===== src/rtl/fetchflare_pref_pkg.sv =====
// fetchflare_pref_pkg: shared types and helpers for the prefetch request arbiter
package fetchflare_pref_pkg;
  typedef enum logic [1:0] {ARB_IDLE, ARB_GRANT, ARB_LOCK} arb_state_e;
  localparam int MAX_REQ = 256;
  function automatic int id_width(input int n);
    return n > 1 ? $clog2(n) : 1;
  endfunction
  function automatic logic [7:0] onehot2bin(input logic [MAX_REQ-1:0] oh);
    logic [7:0] r;
    r = '0;
    for (int i = 0; i < MAX_REQ; i++) r = oh[i] ? (r | 8'(i)) : r;
    return r;
  endfunction
endpackage


===== src/rtl/fetchflare_prio_enc_pref.sv =====
// fetchflare_prio_enc_pref: round-robin priority pick, requesters above the pointer first
module fetchflare_prio_enc_pref #(
  parameter int WIDTH = 8
) (
  input  logic [WIDTH-1:0] req,
  input  logic [WIDTH-1:0] ptr_oh,
  output logic [WIDTH-1:0] win,
  output logic             any
);
  logic [WIDTH-1:0] thermo, hi, sel;
  // thermo covers the pointer and everything below it; those lose priority
  always_comb begin
    thermo = (ptr_oh - WIDTH'(1)) | ptr_oh;
    hi     = req & ~thermo;
    sel    = |hi ? hi : req;
    win    = sel & (~sel + WIDTH'(1));
    any    = |req;
  end
endmodule


===== src/rtl/fetchflare_rr_arb_pref.sv =====
// fetchflare_rr_arb_pref: registered round-robin arbiter with burst lock for prefetch streams
module fetchflare_rr_arb_pref
  import fetchflare_pref_pkg::*;
#(
  parameter int NUM_REQ   = 8,
  parameter bit LOCK_EN   = 1,
  parameter int MAX_BURST = 4,
  localparam int IDW      = id_width(NUM_REQ)
) (
  input  logic               clk_i,
  input  logic               rstn_i,
  input  logic               flush_i,
  input  logic [NUM_REQ-1:0] req_i,
  input  logic [NUM_REQ-1:0] lock_i,
  output logic [NUM_REQ-1:0] gnt_o,
  output logic [IDW-1:0]     gnt_id_o,
  output logic               gnt_valid_o,
  input  logic               gnt_ready_i,
  output logic               gnt_last_o
);
  localparam int CW = $clog2(MAX_BURST) + 1;
  localparam logic [CW-1:0] LAST_CNT = CW'(MAX_BURST - 1);
  arb_state_e         state, state_nxt;
  logic [IDW-1:0]     ptr, ptr_nxt, gnt_id_nxt, win_id;
  logic [CW-1:0]      beat_cnt, beat_nxt;
  logic [NUM_REQ-1:0] gnt_nxt, win, ptr_oh;
  logic               last_nxt, any, acc, cont;
  assign gnt_valid_o = state != ARB_IDLE;
  assign acc         = gnt_valid_o & gnt_ready_i;
  assign cont        = acc & LOCK_EN & lock_i[gnt_id_o] & req_i[gnt_id_o] & (beat_cnt < LAST_CNT);
  assign ptr_nxt     = acc ? gnt_id_o : ptr;
  assign ptr_oh      = NUM_REQ'(1) << ptr_nxt;
  assign win_id      = IDW'(onehot2bin(MAX_REQ'(win)));
  fetchflare_prio_enc_pref #(.WIDTH(NUM_REQ)) u_enc (
    .req    (req_i),
    .ptr_oh (ptr_oh),
    .win    (win),
    .any    (any)
  );
  // next grant: flush clears, lock extends the burst, otherwise re-arbitrate on accept or idle
  always_comb begin
    state_nxt  = state;
    gnt_nxt    = gnt_o;
    gnt_id_nxt = gnt_id_o;
    last_nxt   = gnt_last_o;
    beat_nxt   = beat_cnt;
    if (flush_i) begin
      state_nxt  = ARB_IDLE;
      gnt_nxt    = '0;
      gnt_id_nxt = '0;
      last_nxt   = 1'b0;
      beat_nxt   = '0;
    end else if (cont) begin
      state_nxt = ARB_LOCK;
      beat_nxt  = beat_cnt + CW'(1);
      last_nxt  = (beat_cnt + CW'(1)) >= LAST_CNT;
    end else if (!gnt_valid_o || acc) begin
      state_nxt  = any ? ARB_GRANT : ARB_IDLE;
      gnt_nxt    = win;
      gnt_id_nxt = win_id;
      beat_nxt   = '0;
      last_nxt   = any & ~(LOCK_EN & lock_i[win_id] & (LAST_CNT != '0));
    end
  end
  // state, pointer, burst counter and grant outputs
  always_ff @(posedge clk_i or negedge rstn_i) begin
    if (!rstn_i) begin
      state      <= ARB_IDLE;
      ptr        <= IDW'(NUM_REQ - 1);
      beat_cnt   <= '0;
      gnt_o      <= '0;
      gnt_id_o   <= '0;
      gnt_last_o <= 1'b0;
    end else begin
      state      <= state_nxt;
      ptr        <= ptr_nxt;
      beat_cnt   <= beat_nxt;
      gnt_o      <= gnt_nxt;
      gnt_id_o   <= gnt_id_nxt;
      gnt_last_o <= last_nxt;
    end
  end
  a_onehot: assert property (@(posedge clk_i) disable iff (!rstn_i) $onehot0(gnt_o));
  a_stall: assert property (@(posedge clk_i) disable iff (!rstn_i)
    gnt_valid_o && !gnt_ready_i && !flush_i |=>
      gnt_valid_o && $stable(gnt_o) && $stable(gnt_id_o) && $stable(gnt_last_o));
endmodule


===== config.mk =====
export PLATFORM = sky130hd
export DESIGN_NAME = fetchflare_rr_arb_pref
export DESIGN_NICKNAME = d
export VERILOG_FILES = /design/src/rtl/fetchflare_pref_pkg.sv /design/src/rtl/fetchflare_prio_enc_pref.sv /design/src/rtl/fetchflare_rr_arb_pref.sv
export SDC_FILE = /design/constraint.sdc
export NUM_CORES = 1
export LEC_CHECK = 0
export BUFFER_PORTS_ARGS = -buffer_cell sky130_fd_sc_hd__buf_2
export CORE_MARGIN = 5
export CORE_UTILIZATION = 57
export CTS_BUF_LIST = sky130_fd_sc_hd__clkbuf_8
export CTS_CLUSTER_SIZE = 10
export DETAILED_ROUTE_END_ITERATION = 8
export PLACE_DENSITY = 0.92
export SLEW_MARGIN = 20
export SYNTH_ARGS = -nofsm -noshare
export SYNTH_HDL_FRONTEND = slang
export SYNTH_SLANG_ARGS = --single-unit

===== constraint.sdc =====
create_clock -name clk_i -period 3.7 [get_ports clk_i]
set_input_delay 0.555 -clock clk_i [delete_from_list [all_inputs] [get_ports clk_i]]
set_output_delay 0.555 -clock clk_i [all_outputs]
set_load 0.02 [all_outputs]

==> impl_results.md, run 1 <==
* Tot GR Track Use at 23.0%
* Placed cell count at between 200 and 250
* GPL Wtd Cong at 0.944
* Setup repair bufs after CTS at 0
* Number of endpoints failing setup at the final stage at 0
* Number of enable-type register cells in the synthesized netlist at 0
* Total Nets Final at 235
* Number of synthesized register bits at 20
* Final WL at 4.30 mm
* Highest-count cells in the layout ignoring fill and taps: sky130_fd_sc_hd__buf_2 (32), sky130_fd_sc_hd__nand2_1 (29), sky130_fd_sc_hd__o21ai_0 (17), sky130_fd_sc_hd__dfrtp_1 (17), sky130_fd_sc_hd__inv_1 (11)
* Met3 usage at 5.40%
* Worst-case headroom to the max-slew limit at 47.5%
* Share of the synthesized area in the top cell type at between 20% and 30%
* Cells after synthesis at between 150 and 200
* 1st-pass router iterations at 4
* Count of routing violations after the opening detailed-route iteration at 76
* Crit share post-route at 85.1%
* Max Freq at 0.317 GHz
* Number of pins with negative max-slew slack in the final report at 0
* Largest vdd supply drop at 0.605 mV
* Overflow left after global routing at 0
* RSZ-0062 raised after global routing: false
* Critical path data required time at 3900 ps
* Register clock-pin slew on the reported worst setup and hold paths at 80 ps
* DRT antenna net count at 0
* Residual DRC count at 0
* Die outline width at 62.9 µm
* Detailed-placement wirelength estimate at 3.22 mm
* Buffers added on ports at 32
* Initial Util at between 50% and 60%
* Net count after synthesis at between 200 and 250
* Worst setup skew after layout at around 1.1 ps
* Cells taking the most area after synthesis: sky130_fd_sc_hd__dfrtp_1 (27%), sky130_fd_sc_hd__nand2_1 (6.8%), sky130_fd_sc_hd__o21ai_0 (5.3%)
* Most common library cell in the layout ignoring fill and taps: sky130_fd_sc_hd__buf_2
* Outcome: completed
* Proportion of layout cells with a drive suffix above 1 at 28.3%
* Count of non-filler cells in the finished layout at 243
* I/O Pins at 33
* Resized cells post-CTS at 0
* Share of flip-flops with an asynchronous set or reset at 100%
* Number of global-route vias before repair at 1642
* Type of the most critical hold path: primary input to async pin
* Chip height at 62.9 µm
* Power density of the placed cells at 621 mW/mm²
* Post-Place Setup Slack at 632 ps
* Area added between synthesis and finish at 12.9%
* Critical path class: register to register
* Ant diodes at 0
* Number of vias per cell after detailed routing at approximately 6.6
* Global-route wire length before repair at 7.53 mm
* Sequential-to-total area share from yosys stat at about a third
* Standard-cell row count at 19
* Fraction of the core area covered by cells at the end of the flow at between 60% and 70%
* Total via count in the routed design at between 1500 and 2000
* Final critical path time including I/O delays and setup at 3150 ps
* Count of max-cap constraint violations at 0
* Cell area after technology mapping at 0.00159 mm²
* Data arrival, critical path at 3350 ps
* Largest net degree at the start of global routing at 21
* Core box area at roughly 0.0027 mm²
* Clock tree from TritonCTS: done
* Floorplan die area at 0.00395 mm²
* Worst Hold Margin at 230 ps
* TNS Setup at 0 ps
* WL per Instance at 17.7 µm
* Dominant synthesized flop cell: sky130_fd_sc_hd__dfrtp_1
* Critical path capture point type: register
* Insertion delay to the later sink of the worst-skew pair at 260 ps
* Cell leakage power at 0.863 nW
* Largest fanout of any net on the critical path at 13
* Number of antenna violations at the first check in global routing at 0
* Root buf cell: sky130_fd_sc_hd__clkbuf_8
* Most Crowded Layer GR: met2
* Least-Margin Pin Slew at 782 ps
* Hold buffers post-CTS at 0
* CTS buffer count at 3
* Synth area leader: sky130_fd_sc_hd__dfrtp_1
* CP Launch Type: register
* Yosys warning count at 0
* Synth cell types at 62
* M2 GR Usage at 35.4%
* # clock sinks at 20
* Worst setup slack after layout at 550 ps
* Max Buffers Root-to-Sink at 2
* Synthesized area divided by synthesized cell count at 8.52 µm²
* Final Hold Violating Endpoints at 0
* Max H-tree Level at 1
* Met1 track utilization from global routing at 29.0%
[cells in the mapped netlist, drive strengths merged (3+ instances only)]
library cell  number
nand2             30
o21ai             18
dfrtp             17
inv               11
nor2               9
a21oi              8
nand3              8
and3               6
clkbuf             6
a22o               5
buf                5
a211oi             4
nor3               4
nor3b              4
o211ai             4
dfstp              3
[through the flow]
step | instance area (µm²) | power (mW)
final | 1800 | 1.12
after global routing | 1800 | 1.19
after CTS | 1800 | 1.11
after detailed placement | 1730 | 0.883
after global placement | 1730 | 0.871
after floorplan | 1590 | 0.752
[registers in the layout, indices dropped and copies added, names as in the netlist]
| name | cells |
|---|---|
| beat_cnt | 3 |
| state | 2 |
| gnt_last_o | 1 |
| ptr | 3 |
| gnt_o | 8 |
| gnt_id_o | 3 |
[metal layers]
layer | wire, µm | up-vias
met2 | 2020 | 89
li1 | - | 743
met1 | 1730 | 749
met5 | 0 | -
met4 | 185 | 0
met3 | 362 | 25
[report_power, final]
group	total (mW)	internal, mW	switching (mW)
logic	0.525	0.220	0.305
registers	0.369	0.278	0.0907
clock network	0.222	0.144	0.0778
total	1.12	0.643	0.474
[critical path, cell delays in order (launching register included)]
cell and delay (ps):
sky130_fd_sc_hd__dfrtp_1 450, sky130_fd_sc_hd__o21ai_2 500, sky130_fd_sc_hd__mux2_2 440, sky130_fd_sc_hd__o32ai_2 190
sky130_fd_sc_hd__and4_1 460, sky130_fd_sc_hd__nor2_1 120, sky130_fd_sc_hd__o22ai_2 300, sky130_fd_sc_hd__nand2_2 100
sky130_fd_sc_hd__a2111o_1 420, sky130_fd_sc_hd__nand4_1 90
[cell families after synthesis]
kind of cell               after synthesis  synth area share [%]
AOI/OAI and AO/OA                       63                  31.2
xor gates and xnor gates                 1                 0.550
adders and majority gates                2                  1.57
buffers and inverters                   22                  6.68
DFF                                     20                  31.7
muxes                                    5                  4.08
and+or+nand+nor                         74                  24.3
[cell type report]
| cell class | count | area [µm²] |
|---|---|---|
| Clock inverter | 1 | 30.0 |
| Fill cell | 237 | 912 |
| Sequential cell | 20 | 504 |
| Multi-Input combinational cell | 145 | 982 |
| Clock buffer | 3 | 41.3 |
| Timing Repair Buffer | 32 | 160 |
| Inverter | 11 | 41.3 |
| Tap cell | 31 | 38.8 |
[final timing paths]
kind / cells after the start / to / start / slack, ps
setup / recovery: 9 / gnt_last_o$_DFFE_PN0P_ / state[1]$_DFFE_PN0P_ / 550
hold / removal: 1 / gnt_o[4]$_DFFE_PN0P_ / rstn_i / 230
setup reg to reg: 9 / gnt_last_o$_DFFE_PN0P_ / state[1]$_DFFE_PN0P_ / 550
hold reg to reg: 2 / gnt_o[6]$_DFFE_PN0P_ / gnt_o[6]$_DFFE_PN0P_ / 490
max in group asynchronous: 1 / ptr[0]$_DFF_PN1_ / rstn_i / 3120
min in group clk_i: 2 / gnt_o[6]$_DFFE_PN0P_ / gnt_o[6]$_DFFE_PN0P_ / 490
Note: power is estimated with default switching activity, not from simulation.
==> run 2, diff against run 1 <==
--- a/config.mk
+++ b/config.mk
@@ -8,11 +8,12 @@
 export BUFFER_PORTS_ARGS = -buffer_cell sky130_fd_sc_hd__buf_2
 export CORE_MARGIN = 5
-export CORE_UTILIZATION = 57
+export CORE_UTILIZATION = 56
 export CTS_BUF_LIST = sky130_fd_sc_hd__clkbuf_8
 export CTS_CLUSTER_SIZE = 10
 export DETAILED_ROUTE_END_ITERATION = 8
-export PLACE_DENSITY = 0.92
+export PLACE_DENSITY = 0.91
 export SLEW_MARGIN = 20
 export SYNTH_ARGS = -nofsm -noshare
 export SYNTH_HDL_FRONTEND = slang
+export SYNTH_HIERARCHICAL = 1
 export SYNTH_SLANG_ARGS = --single-unit
==> constraint.sdc (replaced) <==
create_clock -name clk_i -period 3.7 [get_ports clk_i]
set_input_delay 0.555 -clock clk_i [delete_from_list [all_inputs] [get_ports clk_i]]
set_output_delay 0.555 -clock clk_i [all_outputs]
set_load 0.01 [all_outputs]
==> run 2 against run 1 <==
Against the previous run: the flow now finishes with violations (setup timing); global-route usage rose by 0.96 points; final cell count rose by 16%; sequential power fell by 13%; register-to-register slack got worse by 760 ps; clock power barely moved; combinational power rose by 140%; critical path depth rose by 7; total power rose by 62%; synthesized area fell by 2.5%; utilization rose by 13 points; die area fell by 0.65%; clock skew barely moved; critical path type unchanged.
==> impl_results.md, run 2 <==
* Worst setup skew after layout at 1.27 ps (+0.213 ps)
* Data arrival, critical path at 4100 ps (+750 ps)
* Proportion of layout cells with a drive suffix above 1 at 40.5% (+12 points)
* Final critical path time including I/O delays and setup at 3910 ps (+762 ps)
* Met3 usage at 3.60% (-1.8 points)
* Largest register by flop count: gnt_o
* Delay of the slowest cell on the worst path at 550 ps (+50 ps)
* Top cells by instance count after synthesis: sky130_fd_sc_hd__a21oi_1 (17), sky130_fd_sc_hd__dfrtp_1 (17), sky130_fd_sc_hd__nor2_1 (16)
* Final WL at 4.92 mm (+15%)
* Sequential-to-total area share from yosys stat at 32.5% (+0.82 points)
* Total via count in the routed design at 1778 (+11%)
* Dominant delay contributor by cell family on the critical path: simple AND/OR/NAND/NOR gates
* Type of the most critical hold path: primary input to async pin
* Global-route wire length before repair at 7.65 mm (+1.6%)
* Critical path data required time at 3890 ps (about the same)
* Root buf cell: sky130_fd_sc_hd__clkbuf_8
* Number of synthesized register bits at 20 (unchanged)
* Core box area at 0.00271 mm² (unchanged)
* Failing checks: setup timing
* Met1 track utilization from global routing at 30.1% (+1.1 points)
* CP Launch Type: register
* Number of enable-type register cells in the synthesized netlist at 0 (unchanged)
* Cell area after technology mapping at 0.00155 mm² (-2.5%)
* Standard-cell row count at 19 (unchanged)
* Synthesized area divided by synthesized cell count at 8.48 µm² (-0.38%)
* Least-Margin Pin Slew at 795 ps (+12.5 ps)
* Floorplan die area at 0.00393 mm² (-0.65%)
* I/O Pins at 33 (unchanged)
* Register clock-pin slew on the reported worst setup and hold paths at 70 ps (about the same)
* Crit share post-route at 106% (+21 points)
* Library cell contributing the largest single delay on the critical path: sky130_fd_sc_hd__or4_4
* Count of fill cells added during filler insertion at 176 (-26%)
* Critical path class: register to register
* Total area of sequential cells at 504 µm² (unchanged)
* Chip height at 62.7 µm (-0.33%)
* Number of endpoints failing setup at the final stage at 1 (+1)
* Final Hold Violating Endpoints at 0 (unchanged)
* GPL Wtd Cong at 0.908 (-3.8%)
* Yosys warning count at 6 (+6)
* Max Freq at 0.256 GHz (-19%)
* TNS Setup at -212 ps (-212 ps)
* Detailed-placement wirelength estimate at 3.55 mm (+10%)
* Outcome: complete, but fails checks
* Count of routing violations after the opening detailed-route iteration at 146 (+92%)
* Count of max-cap constraint violations at 0 (unchanged)
* Power density of the placed cells at 839 mW/mm² (+35%)
* Worst-case headroom to the max-slew limit at 46.9% (-0.54 points)
* Synth cell types at 50 (-19%)
* Max H-tree Level at 1 (unchanged)
* Tot GR Track Use at 24.0% (+0.96 points)
* Ant diodes at 0 (unchanged)
* Dominant synthesized flop cell: sky130_fd_sc_hd__dfrtp_1
* Number of vias per cell after detailed routing at 6.28 (-4.9%)
* Synth area leader: sky130_fd_sc_hd__dfrtp_1
* Die outline width at 62.7 µm (-0.33%)
* Overflow left after global routing at 0 (unchanged)
* Total Nets Final at 275 (+17%)
* Buffers added on ports at 32 (unchanged)
* Net count after synthesis at 205 (-1.9%)
* Max Buffers Root-to-Sink at 2 (unchanged)
* # clock sinks at 20 (unchanged)
* Number of pins with negative max-slew slack in the final report at 0 (unchanged)
* Most common library cell in the layout ignoring fill and taps: sky130_fd_sc_hd__buf_4
* Largest net degree at the start of global routing at 21 (unchanged)
* Number of antenna violations at the first check in global routing at 0 (unchanged)
* Fraction of the core area covered by cells at the end of the flow at 79.8% (+13 points)
* Cells after synthesis at 183 (-2.1%)
* Highest-count cells in the layout ignoring fill and taps: sky130_fd_sc_hd__buf_4 (39), sky130_fd_sc_hd__buf_2 (32), sky130_fd_sc_hd__a21oi_1 (17), sky130_fd_sc_hd__dfrtp_1 (17), sky130_fd_sc_hd__nor2_1 (14)
* Share of the synthesized area in the top cell type at 27.4% (+0.69 points)
* Cells taking the most area after synthesis: sky130_fd_sc_hd__dfrtp_1 (27%), sky130_fd_sc_hd__a21oi_1 (5.5%), sky130_fd_sc_hd__dfstp_2 (5.1%)
* Critical path buffer and inverter count at 2 (+2)
* Residual DRC count at 0 (unchanged)
* Hold buffers post-CTS at 0 (unchanged)
* Number of global-route vias before repair at 1624 (-1.1%)
* 1st-pass router iterations at 5 (+1)
* List of cells traversed by the critical path: o21ai_4 > mux2i_2 > buf_4 > nand2_2 > nor2_2 > or4_4 > buf_4 > o2bb2ai_4 > a31oi_1 > a21oi_2 > nor3b_2 > or4_4 > mux4_2 > mux2i_1 > nand3_1 > a31oi_1
* DRT antenna net count at 0 (unchanged)
* Most Crowded Layer GR: met2
* Share of flip-flops with an asynchronous set or reset at 100% (unchanged)
* Area added between synthesis and finish at 39.2%
* Cell leakage power at 1.05 nW (+21%)
* Max reg flops at 8 (unchanged)
* M2 GR Usage at 41.7% (+6.3 points)
* Initial Util at 57.3% (-1.5 points)
* Clock tree from TritonCTS: done
* Critical path capture point type: register
* CTS buffer count at 3 (unchanged)
* Largest fanout of any net on the critical path at 7 (-6)
* Multi-input logic area at 0.00103 mm² (+4.8%)
* Worst setup slack after layout at -212 ps (-762 ps)
* Final instance area at 0.00216 mm² (+20%)
* Insertion delay to the later sink of the worst-skew pair at 260 ps (about the same)
* Standard cell area after detailed placement at 0.00202 mm² (+17%)
* Largest vdd supply drop at 0.664 mV (+9.9%)
* RSZ-0062 raised after global routing: true
* WL per Instance at 17.4 µm (-1.6%)
[run 2: cell count changes after synthesis, moves of 4 or more]
cell                       delta
sky130_fd_sc_hd__nand2_1     -20
sky130_fd_sc_hd__nor4_1       +4
sky130_fd_sc_hd__o21ai_0      -6
sky130_fd_sc_hd__and3_2       -4
sky130_fd_sc_hd__nand3_1      +4
sky130_fd_sc_hd__a21oi_1      +9
sky130_fd_sc_hd__o211ai_1     -4
sky130_fd_sc_hd__nor3_1       +7
sky130_fd_sc_hd__nor2_1       +8
sky130_fd_sc_hd__a22o_1       -4
sky130_fd_sc_hd__nor2b_1      +6
[run 2: worst reg2reg max path, cell delays in order, from the launching register on]
cell	delay, ps
sky130_fd_sc_hd__dfrtp_1	420
sky130_fd_sc_hd__o21ai_4	280
sky130_fd_sc_hd__mux2i_2	130
sky130_fd_sc_hd__buf_4	160
sky130_fd_sc_hd__nand2_2	100
sky130_fd_sc_hd__nor2_2	70
sky130_fd_sc_hd__or4_4	550
sky130_fd_sc_hd__buf_4	180
sky130_fd_sc_hd__o2bb2ai_4	190
sky130_fd_sc_hd__a31oi_1	120
sky130_fd_sc_hd__a21oi_2	190
sky130_fd_sc_hd__nor3b_2	90
sky130_fd_sc_hd__or4_4	550
sky130_fd_sc_hd__mux4_2	430
sky130_fd_sc_hd__mux2i_1	140
sky130_fd_sc_hd__nand3_1	80
sky130_fd_sc_hd__a31oi_1	170
[run 2: cells by family after synthesis]
group | after synthesis | share of synthesized area, %
AOI/OAI and AO/OA | 50 | 23.1
DFF | 20 | 32.5
buffers and inverters | 19 | 4.75
adders and majority gates | 2 | 1.61
xor gates and xnor gates | 1 | 0.564
muxes | 8 | 8.06
and+or+nand+nor | 83 | 29.4
[run 2: timing repair]
item | CTS | global route
setup endpoints to repair | 1 | 1
gates resized for setup | 2 | 7
buffers inserted | 0 | 5
pin swaps | 0 | 12
[run 2: worst paths after layout]
check	start	to	slack, ps	cells after the start
worst max-delay path	state[0]$_DFFE_PN0P_	gnt_last_o$_DFFE_PN0P_	-210	16
min in group clk_i	gnt_o[4]$_DFFE_PN0P_	gnt_o[4]$_DFFE_PN0P_	550	2
max in group asynchronous	rstn_i	ptr[1]$_DFF_PN1_	3140	1
worst max register to register	state[0]$_DFFE_PN0P_	gnt_last_o$_DFFE_PN0P_	-210	16
worst min register to register	gnt_o[4]$_DFFE_PN0P_	gnt_o[4]$_DFFE_PN0P_	550	2
worst min-delay path	rstn_i	state[0]$_DFFE_PN0P_	230	1
[run 2: per-layer routing]
layer / up-vias / wire (µm)
li1: 809 / -
met1: 843 / 1980
met2: 102 / 2440
met3: 24 / 313
met4: 0 / 183
met5: - / 0
[run 2: layout make-up]
type / instances / area share, %
Clock buffer: 3 / 1.91
Clock inverter: 1 / 1.39
Inverter: 12 / 2.08
Multi-Input combinational cell: 144 / 47.6
Sequential cell: 20 / 23.3
Tap cell: 31 / 1.79
Timing Repair Buffer: 72 / 21.9
[run 2: per-stage QoR]
step / setup slack [ps] / instances / hold slack [ps] / power, mW
finish: -212 / 283 / 230 / 1.81
global route: -440 / 283 / 265 / 1.92
CTS: -184 / 278 / 249 / 1.68
detailed placement: -299 / 274 / 537 / 1.45
global placement: -191 / 274 / 528 / 1.42
floorplan: 13.0 / 183 / 259 / 1.02
[run 2: where the power goes]
group	total (mW)	internal (mW)	switching (mW)
combinational	1.27	0.626	0.645
sequential	0.321	0.284	0.0379
clock	0.221	0.145	0.0760
total	1.81	1.05	0.759
==> run 3, diff against run 2 <==
ABC_CLOCK_PERIOD_IN_PS = 4200   (was default)
clock period = 4.2 ns   (was 3.7 ns; I/O delays follow)
==> run 3 against run 2 <==
Against the previous run: the flow now finishes without violations; clock power down 12%; combinational power down 26%; clock skew up 4.1 ps; final cell count down 8.5%; critical path depth unchanged; sequential power down 7.5%; sequential share of layout area up 2.6 points; non-clock buffer count down 24; first-iteration DRC count up 23%; clock-buffer cell count unchanged; hold slack better by 70 ps; highest routed layer unchanged.
==> impl_results.md, run 3 (synthesized netlist as in run 2, its figures left out) <==
* Outcome: completed
* Ant diodes at 0 (unchanged)
* Part of the total power dissipated in combinational logic at 65.6% (-4.5 points)
* CTS buffer count at 3 (unchanged)
* Worst setup slack after layout at 205 ps (+417 ps)
* Share of power burned in the clock network at 13.6% (+1.4 points)
* Chip height at 62.7 µm (unchanged)
* Overflow left after global routing at 0 (unchanged)
* Count of max-cap constraint violations at 0 (unchanged)
* Pint at 0.806 mW (-24%)
* Worst-case headroom to the max-slew limit at 43.0% (-3.9 points)
* Largest fanout of any net on the critical path at 7 (unchanged)
* Worst setup skew after layout at 5.41 ps (+4.14 ps)
* Least-Margin Pin Slew at 853 ps (+58.2 ps)
* Sequential group share of total power at 20.8% (+3.1 points)
* Hold buffers post-CTS at 0 (unchanged)
* Largest vdd supply drop at 0.609 mV (-8.4%)
* WL per Instance at 18.0 µm (+3.7%)
* Total area of sequential cells at 504 µm² (unchanged)
* Final WL at 4.67 mm (-5.1%)
* Global-route wire length before repair at 7.80 mm (+2.0%)
* Number of pins with negative max-slew slack in the final report at 0 (unchanged)
* Floorplan die area at 0.00393 mm² (unchanged)
* Critical path data required time at 4380 ps (+490 ps)
* Max reg flops at 8 (unchanged)
* Initial Util at 57.3% (unchanged)
* Cell leakage power at 0.923 nW (-12%)
* Detailed-placement wirelength estimate at 3.25 mm (-8.6%)
* Count of routing violations after the opening detailed-route iteration at 180 (+23%)
* Residual DRC count at 0 (unchanged)
* Multi-input logic area at 0.00100 mm² (-2.6%)
* Tot GR Track Use at 24.6% (+0.64 points)
* Max Freq at 0.250 GHz (-2.1%)
* Max H-tree Level at 1 (unchanged)
* Number of global-route vias before repair at 1615 (-0.55%)
* Crit share post-route at 95.1% (-11 points)
* Standard-cell row count at 19 (unchanged)
* Area added between synthesis and finish at 25.4%
* Critical path class: register to register
* Highest-count cells in the layout ignoring fill and taps: sky130_fd_sc_hd__buf_2 (32), sky130_fd_sc_hd__a21oi_1 (17), sky130_fd_sc_hd__dfrtp_1 (17), sky130_fd_sc_hd__nor2_1 (15), sky130_fd_sc_hd__buf_4 (15)
* Internal reg-to-reg setup slack at 210 ps (+420 ps)
* DRT antenna net count at 0 (unchanged)
* Max Buffers Root-to-Sink at 2 (unchanged)
* Number of antenna violations at the first check in global routing at 0 (unchanged)
* GPL Wtd Cong at 0.950 (+4.6%)
* Largest net degree at the start of global routing at 21 (unchanged)
* Largest register by flop count: gnt_o
* Core box area at 0.00271 mm² (unchanged)
* Number of vias per cell after detailed routing at 6.38 (+1.6%)
* Worst Hold Margin at 300 ps (+70.0 ps)
* I/O Pins at 33 (unchanged)
* Clock tree from TritonCTS: done
* Die outline width at 62.7 µm (unchanged)
* Critical path capture point type: register
* 1st-pass router iterations at 5 (unchanged)
* # clock sinks at 20 (unchanged)
* Count of fill cells added during filler insertion at 207 (+18%)
* Proportion of total power due to net switching at 43.5% (+1.6 points)
* Insertion delay to the later sink of the worst-skew pair at 260 ps (about the same)
* Register clock-pin slew on the reported worst setup and hold paths at 80 ps (about the same)
* Final critical path time including I/O delays and setup at 3990 ps (+82.7 ps)
* Net Switching at 0.620 mW (-18%)
* Most common library cell in the layout ignoring fill and taps: sky130_fd_sc_hd__buf_2
* Number of endpoints failing setup at the final stage at 0 (-1)
* Power density of the placed cells at 733 mW/mm² (-13%)
* Buffers added on ports at 32 (unchanged)
* Post-Place Setup Slack at -150 ps (+149 ps)
* Total Nets Final at 251 (-8.7%)
* Setup repair bufs after CTS at 0 (unchanged)
* Proportion of layout cells with a drive suffix above 1 at 32.0% (-8.5 points)
* Total via count in the routed design at 1653 (-7.0%)
* Data arrival, critical path at 4180 ps (+80 ps)
* Type of the most critical hold path: primary input to async pin
* Final Hold Violating Endpoints at 0 (unchanged)
* Root buf cell: sky130_fd_sc_hd__clkbuf_8
* CP Launch Type: register
-- run 3: layout make-up --
cell class	instances	area share [%]
multi-input combinational	144	51.5
sequential	20	25.9
timing repair buffer	48	14.6
inverter	12	2.31
clock buffer	3	2.12
tap	31	1.99
clock inverter	1	1.54
-- run 3: critical path, stage by stage (launching register included) --
cell and delay, ps:
sky130_fd_sc_hd__dfrtp_1 410, sky130_fd_sc_hd__o21ai_2 230, sky130_fd_sc_hd__mux2i_1 340, sky130_fd_sc_hd__buf_4 210, sky130_fd_sc_hd__nor3_2 50, sky130_fd_sc_hd__or4_4 440, sky130_fd_sc_hd__buf_4 170, sky130_fd_sc_hd__o2bb2ai_4 190
sky130_fd_sc_hd__a31oi_1 140, sky130_fd_sc_hd__a21oi_2 210, sky130_fd_sc_hd__nor3b_2 80, sky130_fd_sc_hd__buf_4 140, sky130_fd_sc_hd__or4_4 540, sky130_fd_sc_hd__mux4_2 330, sky130_fd_sc_hd__mux2i_1 150, sky130_fd_sc_hd__nand3_1 90
sky130_fd_sc_hd__a31oi_1 180
-- run 3: what timing repair did --
action                                  in CTS  in global routing
endpoints found under the setup margin       1                  1
resized for setup                            1                  9
pin swaps                                    0                  3
-- run 3: per-layer routing --
| layer | global-route usage (%) | wire [µm] | vias up |
|---|---|---|---|
| li1 | - | - | 763 |
| met1 | 29.3 | 1770 | 770 |
| met2 | 41.8 | 2360 | 99 |
| met3 | 3.06 | 344 | 21 |
| met4 | 15.1 | 198 | 0 |
| met5 | 0 | 0 | - |
-- run 3: power groups by stage --
stage	Clock, mW	Combinational (mW)	Sequential, mW
2_1_floorplan	0	0.577	0.300
3_3_place_gp	0	0.838	0.290
3_5_place_dp	0	0.863	0.291
4_1_cts	0.195	0.896	0.291
5_1_grt	0.205	1.01	0.306
6_report	0.194	0.935	0.297
-- run 3: metrics by stage --
stage / setup TNS [ps] / util, % / area, µm² / instances / total power [mW]
floorplan: 0 / - / 1550 / 183 / 0.877
global placement: 0 / 68.0 / 1840 / 255 / 1.13
detailed placement: -150 / 68.0 / 1840 / 255 / 1.15
CTS: 0 / 70.8 / 1920 / 259 / 1.38
global route: -10.8 / 71.8 / 1950 / 259 / 1.52
finish: 0 / 71.8 / 1950 / 259 / 1.43
-- run 3: worst paths after layout --
path / start / endpoint / cells past startpoint
max: state[0]$_DFFE_PN0P_ / gnt_last_o$_DFFE_PN0P_ / 16
min: rstn_i / gnt_id_o[0]$_DFFE_PN0P_ / 1
max reg2reg: state[0]$_DFFE_PN0P_ / gnt_last_o$_DFFE_PN0P_ / 16
min reg2reg: gnt_o[6]$_DFFE_PN0P_ / gnt_o[6]$_DFFE_PN0P_ / 2
max in group asynchronous: rstn_i / ptr[1]$_DFF_PN1_ / 1
min in group clk_i: gnt_o[6]$_DFFE_PN0P_ / gnt_o[6]$_DFFE_PN0P_ / 2
